$ cat config.mk
export PLATFORM = sky130hd
export DESIGN_NAME = cordic_iter
export DESIGN_NICKNAME = d
export VERILOG_FILES = /design/src/rtl/cordic_pkg.sv /design/src/rtl/cordic_atan_rom.sv /design/src/rtl/cordic_iter.sv
export SDC_FILE = /design/constraint.sdc
export NUM_CORES = 1
export LEC_CHECK = 0
export CAP_MARGIN = 20
export CORE_UTILIZATION = 65
export CTS_BUF_LIST = sky130_fd_sc_hd__clkbuf_4 sky130_fd_sc_hd__clkbuf_8 sky130_fd_sc_hd__clkbuf_16
export CTS_CLUSTER_DIAMETER = 100
export DETAILED_ROUTE_END_ITERATION = 10
export GPL_ROUTABILITY_DRIVEN = 0
export PLACE_DENSITY = 0.84
export SETUP_SLACK_MARGIN = 0.2
export SYNTH_ARGS = -nofsm -noshare
export SYNTH_HDL_FRONTEND = slang
export SYNTH_SLANG_ARGS = --single-unit
$ cat constraint.sdc
create_clock -name clk -period 9.8 [get_ports clk]
set_input_delay 0.98 -clock clk [delete_from_list [all_inputs] [get_ports clk]]
set_output_delay 0.98 -clock clk [all_outputs]
set_load 0.01 [all_outputs]
$ cat src/rtl/cordic_pkg.sv
// cordic_pkg: shared constants for the iterative CORDIC rotator.
//   WIDTH  - default data/angle word width
//   ITER   - default number of micro-rotations
//   K_Q6   - CORDIC gain compensation 0.60725 in Q1.6 (round(0.60725*64))
//   ST_*   - FSM state encodings, state_t is the state register type
//   atan_lut(i) - round(atan(2^-i)*128/pi) in binary-angle LSBs
package cordic_pkg;

  localparam int WIDTH = 8;
  localparam int ITER  = 8;
  localparam int K_Q6  = 39;

  typedef logic [1:0] state_t;
  localparam state_t ST_IDLE = 2'd0;
  localparam state_t ST_ROT  = 2'd1;
  localparam state_t ST_DONE = 2'd2;

  function automatic int atan_lut(input int i);
    case (i)
      0:       atan_lut = 32;
      1:       atan_lut = 19;
      2:       atan_lut = 10;
      3:       atan_lut = 5;
      4:       atan_lut = 3;
      5:       atan_lut = 1;
      6:       atan_lut = 1;
      default: atan_lut = 0;  // atan(2^-i) rounds to zero from i = 7 onward
    endcase
  endfunction

endpackage

$ cat src/rtl/cordic_atan_rom.sv
// cordic_atan_rom: combinational arctangent table for the micro-rotations.
//   i    - iteration index
//   atan - atan[i] in binary-angle LSBs, sign-extended to WIDTH+2 bits
module cordic_atan_rom #(
  parameter int WIDTH = cordic_pkg::WIDTH,
  parameter int IW    = 4
) (
  input  logic [IW-1:0]           i,
  output logic signed [WIDTH+1:0] atan
);
  import cordic_pkg::*;

  always_comb begin
    atan = (WIDTH+2)'(atan_lut(int'(i)));
  end

endmodule

$ cat src/rtl/cordic_iter.sv
// cordic_iter: iterative rotation-mode CORDIC, one micro-rotation per clock.
//   clk, rst_n - clock, asynchronous active-low reset
//   start      - request, sampled only while idle
//   angle_in   - signed binary angle (quarter turn = 2^(WIDTH-2))
//   busy       - high while rotating or presenting a result
//   out_valid  - one-cycle pulse when cos_out/sin_out/neg_flag are updated
//   cos_out    - Q1.6 cosine, before quadrant correction
//   sin_out    - Q1.6 sine, before quadrant correction
//   neg_flag   - downstream converter must negate both cos_out and sin_out
//   state_dbg  - current FSM state (ST_IDLE/ST_ROT/ST_DONE)
//
// Handshake: start is a request taken only in IDLE; a start seen while busy
// is dropped, never queued. out_valid is a pulse with no ready; the outputs
// stay stable until the next pulse.
module cordic_iter #(
  parameter int WIDTH = cordic_pkg::WIDTH,
  parameter int ITER  = cordic_pkg::ITER
) (
  input  logic             clk,
  input  logic             rst_n,
  input  logic             start,
  input  logic [WIDTH-1:0] angle_in,
  output logic             busy,
  output logic             out_valid,
  output logic [WIDTH-1:0] cos_out,
  output logic [WIDTH-1:0] sin_out,
  output logic             neg_flag,
  output logic [1:0]       state_dbg
);
  import cordic_pkg::*;

  localparam int XW = WIDTH + 2;
  localparam int IW = $clog2(ITER + 1);
  localparam logic signed [WIDTH:0]  QTR  = (WIDTH+1)'(1 << (WIDTH - 2));
  localparam logic signed [XW-1:0]   OMAX = XW'((1 << (WIDTH - 1)) - 1);
  localparam logic signed [XW-1:0]   OMIN = XW'(-(1 << (WIDTH - 1)));

  state_t                state;
  logic [IW-1:0]         iter;
  logic signed [XW-1:0]  x, y, z;
  logic                  neg_pend;

  // Pre-rotation: angles beyond +/-90 deg are turned by 180 deg so the
  // iterations only ever have to cover the right half-plane.
  logic signed [WIDTH:0]  ang_ext, ang_abs;
  logic                   wrap;
  logic [WIDTH-1:0]       ang_rot;
  logic signed [XW-1:0]   z0;

  always_comb begin
    ang_ext = {angle_in[WIDTH-1], angle_in};
    ang_abs = ang_ext[WIDTH] ? -ang_ext : ang_ext;
    wrap    = ang_abs > QTR;
    ang_rot = wrap ? angle_in + {1'b1, {(WIDTH-1){1'b0}}} : angle_in;
    z0      = XW'($signed(ang_rot));
  end

  logic signed [XW-1:0] atan_i;

  cordic_atan_rom #(.WIDTH(WIDTH), .IW(IW)) u_atan_rom (
    .i    (iter),
    .atan (atan_i)
  );

  // One micro-rotation; both shifts use the pre-update x and y.
  logic signed [XW-1:0] x_sh, y_sh, x_nx, y_nx, z_nx;
  logic                 last;

  always_comb begin
    x_sh = x >>> iter;
    y_sh = y >>> iter;
    if (z[XW-1]) begin
      x_nx = x + y_sh;
      y_nx = y - x_sh;
      z_nx = z + atan_i;
    end else begin
      x_nx = x - y_sh;
      y_nx = y + x_sh;
      z_nx = z - atan_i;
    end
    last = (iter == IW'(ITER - 1));
  end

  function automatic logic [WIDTH-1:0] sat(input logic signed [XW-1:0] v);
    if (v > OMAX)      sat = OMAX[WIDTH-1:0];
    else if (v < OMIN) sat = OMIN[WIDTH-1:0];
    else               sat = v[WIDTH-1:0];
  endfunction

  always_ff @(posedge clk or negedge rst_n) begin
    if (!rst_n) begin
      state    <= ST_IDLE;
      iter     <= '0;
      x        <= '0;
      y        <= '0;
      z        <= '0;
      neg_pend <= 1'b0;
      cos_out  <= '0;
      sin_out  <= '0;
      neg_flag <= 1'b0;
    end else begin
      case (state)
        ST_IDLE: begin
          if (start) begin
            state    <= ST_ROT;
            iter     <= '0;
            x        <= XW'(K_Q6);
            y        <= '0;
            z        <= z0;
            neg_pend <= wrap;
          end
        end
        ST_ROT: begin
          x    <= x_nx;
          y    <= y_nx;
          z    <= z_nx;
          iter <= iter + 1'b1;
          if (last) begin
            state    <= ST_DONE;
            cos_out  <= sat(x_nx);
            sin_out  <= sat(y_nx);
            neg_flag <= neg_pend;
          end
        end
        ST_DONE: state <= ST_IDLE;
        default: state <= ST_IDLE;
      endcase
    end
  end

  assign busy      = (state != ST_IDLE);
  assign out_valid = (state == ST_DONE);
  assign state_dbg = state;

endmodule

==> impl_metrics.json <==
{
  "status": "finished, final reports clean",
  "drc": 0,
  "postSynthCellCount": 570,
  "syn2layout_area_growth_pct": 8.50,
  "worst_slack_ns": 4.58,
  "antenna_found_initial": 0,
  "netlist_area_mm2": 0.00487,
  "worstMarginPinSlew_ns": 1.04,
  "cts_sinks": 54,
  "dr.pass1.iters": 5,
  "start_kind": "register",
  "drive_gt1_frac": 0.0702,
  "ys.flop_type": "dfrtp_1",
  "reg2reg_to": "cos_out[3]",
  "crit_family": "compound AO/OA/AOI/OAI gates",
  "fp.dieW_um": 88.6,
  "cp_common_cell": "a21oi_1",
  "cpPeakStageDelay_ns": 1.02,
  "insertion_delay_ns": 0.31,
  "die_area_mm2": 0.00784,
  "hold_violations": 0,
  "hold_path_class": "reg2reg",
  "setup_viol": 0,
  "yosysWarnings": 0,
  "endpoint_kind": "register",
  "hold_end": "z[0]",
  "rsz0062_at_grt": "no",
  "first_iter_violations": 381,
  "ctsResizeCount": 0,
  "avgSynthCellArea_um2": 8.54,
  "cts.hold.buffers_added": 0,
  "reg2reg_depth": 16,
  "post-route-period-util": 0.533,
  "crit_chain": "or3_1, o22ai_1, nor3_1, ha_1, nor2_1, a21oi_1, ha_1, a21o_1, a21oi_1, o21ai_0, o211a_1, o21ai_0, a21oi_1, xnor2_1, o21ai_2, o22a_1",
  "drv_cap": 0,
  "root_buffer": "clkbuf_8",
  "finalNetCount": 632,
  "antenna_cells": 0,
  "synth_enable_flop_cells": 0,
  "grt_overflow": 0,
  "cts_buffer_depth": 2,
  "syn-num-nets": 619,
  "worstHoldStart": "z[0]",
  "track_usage": 0.340,
  "reg2reg_slack_ns": 4.58,
  "grt_pass1_wl_um": 20200,
  "slew_viol_final": 0,
  "critical_path_peak_fanout": 29,
  "cp.buffers_inverters": 0,
  "grt_pass1_vias": 4062,
  "synth.distinct_cells": 70,
  "rows": 31,
  "cts_tree": "done",
  "totalWireLength_um": 12500,
  "path_clk_slew_ns": 0.10,
  "cts_setup_buffers": 0,
  "die_h_um": 88.6,
  "worstSetupPathType": "reg2reg",
  "max_slew_margin": 0.308,
  "whs_path_depth": 2,
  "synth-seq-area-share": 0.277,
  "dp_hpwl_um": 9260,
  "cp_slowest_cell": "dfrtp_1",
  "cp.arrival_ns": 5.42,
  "cts_buffers": 5,
  "core_mm2": 0.00725,
  "viasPerCell": 6.40,
  "dp_slack_ns": 4.73,
  "avgRoutedWirePerCell_um": 18.3,
  "reg2reg_from": "iter[1]",
  "max_freq_mhz": 191,
  "layout_min_cycle_time_ns": 5.22,
  "ant_nets": 0,
  "ios": 32,
  "finalSetupTns_ns": 0,
  "portBuffers": 31,
  "whs_ns": 0.504,
  "required_ns": 10.00,
  "grt_max_degree": 55,
  "ys_ff_latch": 54,
  "clock_skew_ns": 0.00738,
  "async_flop_share": 1.00,
  "start_util": 0.671,
  "ctsHtreeMaxLevel": 2,
  "route.vias.total": 4370
}
## metrics by stage
stage / utilization / cells / cell area [um2]
after global placement: 0.713 / 675 / 5170
after global routing: 0.728 / 683 / 5280
final: 0.728 / 683 / 5280
after CTS: 0.728 / 683 / 5280
after floorplan: - / 570 / 4870
after detailed placement: 0.713 / 675 / 5170
## per-layer routing
layer | track usage | vias to the layer above | wire length, um
met5 | 0 | - | 0
li1 | - | 2074 | -
met3 | 0.0410 | 22 | 953
met2 | 0.534 | 191 | 5720
met4 | 0.0938 | 0 | 244
met1 | 0.495 | 2083 | 5570
## synthesized netlist by cell type (3+ instances only)
cell / instances / area share
nor2_1: 57 / 0.044
dfrtp_1: 54 / 0.28
nand2_1: 53 / 0.041
o21ai_0: 46 / 0.047
a21oi_1: 37 / 0.038
ha_1: 35 / 0.090
mux2i_1: 24 / 0.049
xnor2_1: 22 / 0.040
clkbuf_1: 21 / 0.016
inv_1: 21 / 0.016
xor2_1: 21 / 0.038
nand3_1: 15 / 0.015
nor3_1: 10 / 0.010
a21o_1: 9 / 0.014
nand2b_1: 9 / 0.012
nor2b_1: 8 / 0.010
a22oi_1: 7 / 0.011
mux2_2: 7 / 0.016
a31oi_1: 6 / 0.0077
o211ai_1: 6 / 0.0092
o31ai_1: 6 / 0.0092
buf_6: 5 / 0.012
o21bai_1: 5 / 0.0077
o22a_1: 5 / 0.0090
o22ai_1: 5 / 0.0064
or3_1: 5 / 0.0064
a22o_1: 4 / 0.0072
and2_1: 4 / 0.0051
buf_2: 3 / 0.0031
fa_1: 3 / 0.012
mux2_1: 3 / 0.0069
nor3_2: 3 / 0.0062
o21a_1: 3 / 0.0046
o41ai_1: 3 / 0.0054
## worst min-delay path, stage by stage, from the launching register on
cell,delay [ns]
dfrtp_1,0.36
nand2_1,0.06
nand2_1,0.06
## registers in the layout (all words and copies together) (netlist names)
register   cells
z             10
neg_flag       1
sin_out        8
y             10
cos_out        8
state_dbg      2
iter           4
x             10
neg_pend       1
## final cells by class
cell class	count	area, um2
multi-input cells	463	3260
fillers	577	1970
flip-flops and latches	54	1350
repair buffers	37	350
well taps	99	124
inverters	22	82.6
clock buffers	6	76.3
clock inverters	2	37.5
## kinds of logic after synthesis
kind of cell	share of synthesized area
AND/OR/NAND/NOR	0.175
AO/OA/AOI/OAI	0.230
multiplexers	0.0817
flip-flops	0.277
adder cells (fa/ha/maj)	0.102
XOR/XNOR	0.0807
buffers and inverters	0.0527
## cell usage in the layout, fill, tap and decap left out, types with 3 or more instances in the layout
cell type,n
clkbuf_8,5
a21o_1,9
o21bai_1,5
and2_1,4
ha_1,35
fa_1,3
nand3_1,15
xnor2_1,22
nor2_1,57
a22oi_1,7
mux2_2,7
or3_1,5
o31ai_1,6
nor2b_1,8
nand2_1,53
a22o_1,4
nor3_1,10
o21ai_0,46
clkdlybuf4s50_1,30
nor3_2,3
o22a_1,5
o22ai_1,5
buf_4,6
o41ai_1,3
dfrtp_1,54
a21oi_1,37
inv_1,21
mux2_1,3
nand2b_1,9
a31oi_1,6
xor2_1,21
o211ai_1,6
mux2i_1,24
o21a_1,3
## worst max path at each step
stage / from / end / cells after the start
floorplan: iter[0] / sin_out[0] / 19
global placement: iter[1] / cos_out[6] / 16
detailed placement: iter[1] / cos_out[4] / 16
CTS: iter[1] / cos_out[2] / 16
global route: iter[1] / cos_out[5] / 16
finish: iter[1] / cos_out[3] / 16
Power is left out: the tool's default activity adds up to more than one toggle a clock period on the data nets, which glitch-free logic cannot reach.
